**src/rtl/decode_stage.sv**
```systemverilog
// Registered RV32I decode stage: decodes opcode/control fields of a fetched
// instruction, holds one decoded instruction for execute, and stalls one
// cycle on load-use hazards against the instruction it currently holds.
module decode_stage (
    input  logic        clk,
    input  logic        rst,
    input  logic        in_valid,
    input  logic [31:0] in_instr,
    input  logic [31:0] in_pc,
    output logic        in_ready,
    input  logic        flush,
    output logic        out_valid,
    input  logic        out_ready,
    output logic [31:0] out_instr,
    output logic [31:0] out_pc,
    output logic [2:0]  out_imm_type,
    output logic [4:0]  out_rd,
    output logic [4:0]  out_rs1,
    output logic [4:0]  out_rs2,
    output logic [2:0]  out_funct3,
    output logic        out_reg_write,
    output logic        out_mem_read,
    output logic        out_mem_write,
    output logic        out_branch,
    output logic        out_jump,
    output logic        out_alu_src,
    output logic        out_illegal
);

    localparam logic [2:0] IMM_I = 3'b000;
    localparam logic [2:0] IMM_S = 3'b001;
    localparam logic [2:0] IMM_B = 3'b010;
    localparam logic [2:0] IMM_U = 3'b011;
    localparam logic [2:0] IMM_J = 3'b100;

    logic [2:0] dec_imm_type;
    logic       dec_reg_write, dec_mem_read, dec_mem_write;
    logic       dec_branch, dec_jump, dec_alu_src, dec_illegal;
    logic       dec_uses_rs1, dec_uses_rs2;

    logic        valid_q, valid_d;
    logic [31:0] instr_q, instr_d;
    logic [31:0] pc_q, pc_d;
    logic [2:0]  imm_type_q, imm_type_d;
    logic        reg_write_q, reg_write_d;
    logic        mem_read_q, mem_read_d;
    logic        mem_write_q, mem_write_d;
    logic        branch_q, branch_d;
    logic        jump_q, jump_d;
    logic        alu_src_q, alu_src_d;
    logic        illegal_q, illegal_d;

    logic hazard;
    logic accept;

    // Decode the incoming instruction word into control bits and register usage.
    always_comb begin
        dec_imm_type  = IMM_I;
        dec_reg_write = 1'b0;
        dec_mem_read  = 1'b0;
        dec_mem_write = 1'b0;
        dec_branch    = 1'b0;
        dec_jump      = 1'b0;
        dec_alu_src   = 1'b0;
        dec_illegal   = 1'b0;
        dec_uses_rs1  = 1'b0;
        dec_uses_rs2  = 1'b0;
        case (in_instr[6:0])
            7'b0110111, 7'b0010111: begin   // LUI, AUIPC
                dec_imm_type  = IMM_U;
                dec_reg_write = 1'b1;
                dec_alu_src   = 1'b1;
            end
            7'b1101111: begin               // JAL
                dec_imm_type  = IMM_J;
                dec_reg_write = 1'b1;
                dec_jump      = 1'b1;
                dec_alu_src   = 1'b1;
            end
            7'b1100111: begin               // JALR
                dec_reg_write = 1'b1;
                dec_jump      = 1'b1;
                dec_alu_src   = 1'b1;
                dec_uses_rs1  = 1'b1;
            end
            7'b1100011: begin               // BRANCH
                dec_imm_type  = IMM_B;
                dec_branch    = 1'b1;
                dec_uses_rs1  = 1'b1;
                dec_uses_rs2  = 1'b1;
            end
            7'b0000011: begin               // LOAD
                dec_reg_write = 1'b1;
                dec_mem_read  = 1'b1;
                dec_alu_src   = 1'b1;
                dec_uses_rs1  = 1'b1;
            end
            7'b0100011: begin               // STORE
                dec_imm_type  = IMM_S;
                dec_mem_write = 1'b1;
                dec_alu_src   = 1'b1;
                dec_uses_rs1  = 1'b1;
                dec_uses_rs2  = 1'b1;
            end
            7'b0010011: begin               // OP-IMM
                dec_reg_write = 1'b1;
                dec_alu_src   = 1'b1;
                dec_uses_rs1  = 1'b1;
            end
            7'b0110011: begin               // OP
                dec_reg_write = 1'b1;
                dec_uses_rs1  = 1'b1;
                dec_uses_rs2  = 1'b1;
            end
            7'b1110011: begin               // SYSTEM
                dec_alu_src   = 1'b1;
                dec_uses_rs1  = 1'b1;
            end
            default: dec_illegal = 1'b1;
        endcase
        // Writes to x0 are architecturally discarded.
        if (in_instr[11:7] == 5'd0) dec_reg_write = 1'b0;
    end

    // Load-use hazard against the held load, and the resulting accept handshake.
    always_comb begin
        hazard = valid_q & mem_read_q & (instr_q[11:7] != 5'd0) & in_valid &
                 ((dec_uses_rs1 & (in_instr[19:15] == instr_q[11:7])) |
                  (dec_uses_rs2 & (in_instr[24:20] == instr_q[11:7])));
        in_ready = ~flush & ~hazard & (~valid_q | out_ready);
        accept   = in_valid & in_ready;
    end

    // Next-state for the output register: flush > accept > drain > hold.
    always_comb begin
        valid_d     = valid_q;
        instr_d     = instr_q;
        pc_d        = pc_q;
        imm_type_d  = imm_type_q;
        reg_write_d = reg_write_q;
        mem_read_d  = mem_read_q;
        mem_write_d = mem_write_q;
        branch_d    = branch_q;
        jump_d      = jump_q;
        alu_src_d   = alu_src_q;
        illegal_d   = illegal_q;
        if (flush) begin
            valid_d = 1'b0;
        end else if (accept) begin
            valid_d     = 1'b1;
            instr_d     = in_instr;
            pc_d        = in_pc;
            imm_type_d  = dec_imm_type;
            reg_write_d = dec_reg_write;
            mem_read_d  = dec_mem_read;
            mem_write_d = dec_mem_write;
            branch_d    = dec_branch;
            jump_d      = dec_jump;
            alu_src_d   = dec_alu_src;
            illegal_d   = dec_illegal;
        end else if (out_ready && valid_q) begin
            valid_d = 1'b0;
        end
    end

    // Output register, cleared asynchronously so a reset drops the held instruction at once.
    always_ff @(posedge clk or posedge rst) begin
        if (rst) begin
            valid_q     <= 1'b0;
            instr_q     <= '0;
            pc_q        <= '0;
            imm_type_q  <= '0;
            reg_write_q <= 1'b0;
            mem_read_q  <= 1'b0;
            mem_write_q <= 1'b0;
            branch_q    <= 1'b0;
            jump_q      <= 1'b0;
            alu_src_q   <= 1'b0;
            illegal_q   <= 1'b0;
        end else begin
            valid_q     <= valid_d;
            instr_q     <= instr_d;
            pc_q        <= pc_d;
            imm_type_q  <= imm_type_d;
            reg_write_q <= reg_write_d;
            mem_read_q  <= mem_read_d;
            mem_write_q <= mem_write_d;
            branch_q    <= branch_d;
            jump_q      <= jump_d;
            alu_src_q   <= alu_src_d;
            illegal_q   <= illegal_d;
        end
    end

    assign out_valid     = valid_q;
    assign out_instr     = instr_q;
    assign out_pc        = pc_q;
    assign out_imm_type  = imm_type_q;
    assign out_rd        = instr_q[11:7];
    assign out_rs1       = instr_q[19:15];
    assign out_rs2       = instr_q[24:20];
    assign out_funct3    = instr_q[14:12];
    assign out_reg_write = reg_write_q;
    assign out_mem_read  = mem_read_q;
    assign out_mem_write = mem_write_q;
    assign out_branch    = branch_q;
    assign out_jump      = jump_q;
    assign out_alu_src   = alu_src_q;
    assign out_illegal   = illegal_q;

endmodule

```
**config.mk**
```make
export PLATFORM = sky130hd
export DESIGN_NAME = decode_stage
export DESIGN_NICKNAME = d
export VERILOG_FILES = /design/src/rtl/decode_stage.sv
export SDC_FILE = /design/constraint.sdc
export NUM_CORES = 1
export LEC_CHECK = 0
export ABC_AREA = 0
export ABC_CLOCK_PERIOD_IN_PS = 3200
export CAP_MARGIN = 40
export CORE_ASPECT_RATIO = 1.5
export CORE_MARGIN = 2
export CORE_UTILIZATION = 42
export DETAILED_ROUTE_END_ITERATION = 12
export MAX_ROUTING_LAYER = met4
export PLACE_DENSITY = 0.89
export REMOVE_ABC_BUFFERS = 1
export SYNTH_ARGS = -nofsm -noshare
export SYNTH_HDL_FRONTEND = slang
export SYNTH_SLANG_ARGS = --single-unit
```
**constraint.sdc**
```tcl
create_clock -name clk -period 3.2 [get_ports clk]
set_clock_uncertainty 0.1 [all_clocks]
set_input_delay 0.64 -clock clk [delete_from_list [all_inputs] [get_ports clk]]
set_output_delay 0.64 -clock clk [all_outputs]
set_load 0.01 [all_outputs]
```
==> results.sh <==
export IMPL_run_status="finished, final reports clean"
export IMPL_reg2reg_setup_slack_ns=0.80
export IMPL_worstPathArrival_ns=2.34
export IMPL_vdd_drop_max_uv=319
export IMPL_design_final_nets=466
export IMPL_finalSetupViolCount=0
export IMPL_ctsLongestPathBuffers=2
export IMPL_starting_density_of_the_core_pct=43.1
export IMPL_setup_total_negative_slack_ns=0
export IMPL_cts_num_sinks=75
export IMPL_synth_top_cell_by_area="sky130_fd_sc_hd__dfrtp_1"
export IMPL_cts_root_buffer="sky130_fd_sc_hd__clkbuf_16"
export IMPL_drt_antenna_net_count=0
export IMPL_cp_slowest_cell="sky130_fd_sc_hd__clkdlybuf4s50_1"
export IMPL_antenna_found_initial=0
export IMPL_whs_endpoint="out_imm_type[2]"
export IMPL_layout_cells_non_filler=508
export IMPL_fin_hold_ws_ns=0.398
export IMPL_place_congestion=0.809
export IMPL_min_delay_start="out_imm_type[2]"
export IMPL_crit_type="in -> out"
export IMPL_layout_core_utilization_pct=65.7
export IMPL_critical_path_peak_fanout=3
export IMPL_path_category_of_the_worst_min_delay_check="reg -> reg"
export IMPL_cts_inserted_buffers=9
export IMPL_critical_path_max_stage_delay_ns=0.43
export IMPL_r2r_end="out_instr[22]"
export IMPL_detailed_place_area_mm2=0.00523
export IMPL_synthesis_instances=239
export IMPL_worstMarginPinSlew_ns=0.649
export IMPL_layout_drive_gt1_share_pct=26.7
export IMPL_pin_count_of_the_biggest_net_entering_global_routing=41
export IMPL_antenna_diode_count=0
export IMPL_max_freq_mhz=325
export IMPL_dp_hpwl_um=6620
export IMPL_final_max_slew_violation_count=0
export IMPL_finalCritPeriodShare_pct=96.3
export IMPL_yosysUniqueCellTypes=37
export IMPL_vert_die_dim_um=118
export IMPL_timing_critical_path_to_type="primary output"
export IMPL_drt_wirelength_per_cell_um=17.3
export IMPL_drc=0
export IMPL_relSlewSlack_pct=56.7
export IMPL_grt_pass1_vias=2754
export IMPL_worst_hold_path_num_cells=1
export IMPL_place_ws_ns=-0.0388
export IMPL_post_detailed_routing_wire_length_um=8780
export IMPL_drt_iter0_markers=86
export IMPL_floorplan_die_area_mm2=0.00941
export IMPL_worstRegToRegCells=7
export IMPL_synthDominantCellAreaShare_pct=51.7
export IMPL_worst_ep_required_time_ns=2.46
export IMPL_fillers=618
export IMPL_drt_pre_antenna_iters=4
export IMPL_global_route_overflow_total=0
export IMPL_startpoint_type="input port"
export IMPL_timing_final_ws_setup_ns=0.119
export IMPL_total_power_after_layout_mw=3.10
export IMPL_ys_top_cells_by_area="sky130_fd_sc_hd__dfrtp_1, sky130_fd_sc_hd__mux2_4, sky130_fd_sc_hd__mux2_2"
export IMPL_clk_transition_reported_paths_ns=0.05
export IMPL_htreeDepth=3
export IMPL_groute_usage_overall_pct=20.1
export IMPL_power_density_mw_per_mm2=560
export IMPL_io_pins=163
export IMPL_grt_first_pass_wirelength_um=14300
export IMPL_avgSynthCellArea_um2=15.2
export IMPL_die_w_um=79.9
export IMPL_crit_reg2reg_launch="out_instr[7]"
export IMPL_fp_row_count=41
export IMPL_yosys_warnings=0
export IMPL_ys_ff_latch=75
export IMPL_unrepaired_setup_endpoints_after_global_routing="false"
export IMPL_timing_final_crit_period_ns=3.08
export IMPL_placed_cells_incl_taps=492
export IMPL_max_cap_violations=0
export IMPL_place_port_buffers=162
export IMPL_ys_seq_area_share_pct=51.7
export IMPL_core_area_mm2=0.00841
export IMPL_insertion_delay_ns=0.32
export IMPL_area_growth_synth_to_finish_pct=52.4
export IMPL_routed_via_count=2522
export IMPL_hold_viol_final=0
export IMPL_cts_tree="built"
export IMPL_vias_per_cell=4.96
export IMPL_design_area_mm2=0.00553
export IMPL_netlist_area_mm2=0.00363
export IMPL_leakagePower_nw=2.47
export IMPL_worstPathCellList="clkdlybuf4s50_1 > nand3b_1 > or2_4 > nor3_2 > a21oi_2 > o21a_1 > dlygate4sd2_1"
[logic make-up after synthesis]
family	Yosys count	share of synthesized area (%)
mux	74	29.0
buf+inv	32	8.48
compound gates	15	3.17
flops	75	51.7
xor+xnor	11	2.66
simple gates	32	4.93
[area by class of cell]
cell class	count	area [um^2]	share of cell area [%]
clock buffers	13	260	4.71
clock inverters	2	35.0	0.634
inverters	2	8.76	0.158
multi-input cells	132	1440	26.1
flip-flops and latches	75	1880	33.9
well taps	107	134	2.42
repair buffers	177	1770	32.0
[worst max path at each step]
stage                      startpoint           to  slack, ns  cells past startpoint
after CTS                 in_instr[3]     in_ready       0.15                      7
final                     in_instr[3]     in_ready       0.12                      7
after global placement    in_instr[3]     in_ready     -0.009                      7
after floorplan           in_instr[3]  out_alu_src      -0.61                      6
after detailed placement  in_instr[3]     in_ready      -0.04                      7
after global routing      in_instr[3]     in_ready       0.05                      7
[flip-flops by register name, indices dropped and copies added, names as in the netlist]
register       flops
out_imm_type       3
out_pc            32
out_illegal        1
out_mem_read       1
out_alu_src        1
out_instr         32
out_reg_write      1
out_jump           1
out_branch         1
out_mem_write      1
out_valid          1
[routing by layer]
metal	vias up	global-route usage [%]	part of all wire, %
li1	1140	-	-
met1	1252	23.8	39
met2	110	32.0	53
met3	20	4.75	5.0
met4	0	9.22	2.4
met5	-	-	0
[worst max-delay path, delay by kind of cell]
kind / cells / cell delay, ns
compound gates: 2 / 0.26
buf+inv: 2 / 0.71
simple gates: 3 / 0.73
[Yosys cell counts (all sizes together)]
cell type  instances
mux2i              1
nand4              2
clkbuf             2
o22ai              1
xor2               2
nor3               5
nor2b              2
a21oi              2
nand3              2
nand3b             1
nand2b             1
inv                2
mux2              73
nand2              5
xnor2              9
nor3b              1
o2111ai            1
a31oi              1
a32o               1
a211oi             1
or4                2
or2                1
and2               1
nor2               6
and4               1
o21a               1
o21ai              6
buf               28
o21bai             1
nor4               2
dfrtp             75
[where the power goes]
| group | internal, mW | switching [mW] |
|---|---|---|
| Clock | 0.641 | 0.355 |
| Sequential | 1.09 | 0.106 |
| Combinational | 0.600 | 0.303 |
| Total | 2.33 | 0.764 |
[repair_timing]
action,in CTS,in global routing
setup endpoints to repair,1,0
hold buffers,0,0
gates resized for setup,1,0
buffers inserted,1,0
[placed cells by master (no fill, tap or decap), types with 2 or more instances in the layout]
master,netlist,final
sky130_fd_sc_hd__buf_12,7,3
sky130_fd_sc_hd__buf_4,19,12
sky130_fd_sc_hd__clkbuf_1,2,2
sky130_fd_sc_hd__clkbuf_16,0,9
sky130_fd_sc_hd__clkbuf_8,0,2
sky130_fd_sc_hd__clkdlybuf4s50_1,0,161
sky130_fd_sc_hd__clkinv_2,0,2
sky130_fd_sc_hd__dfrtp_1,75,75
sky130_fd_sc_hd__mux2_2,14,14
sky130_fd_sc_hd__mux2_4,59,59
sky130_fd_sc_hd__nand2_1,5,5
sky130_fd_sc_hd__nand3_1,2,2
sky130_fd_sc_hd__nand4_1,2,2
sky130_fd_sc_hd__nor2_1,6,6
sky130_fd_sc_hd__nor2b_1,2,2
sky130_fd_sc_hd__nor3_1,4,4
sky130_fd_sc_hd__nor4_1,2,2
sky130_fd_sc_hd__o21ai_0,5,5
sky130_fd_sc_hd__or4_1,2,2
sky130_fd_sc_hd__xnor2_1,9,9
sky130_fd_sc_hd__xor2_1,2,2
Power figures use the tool's default switching activity.
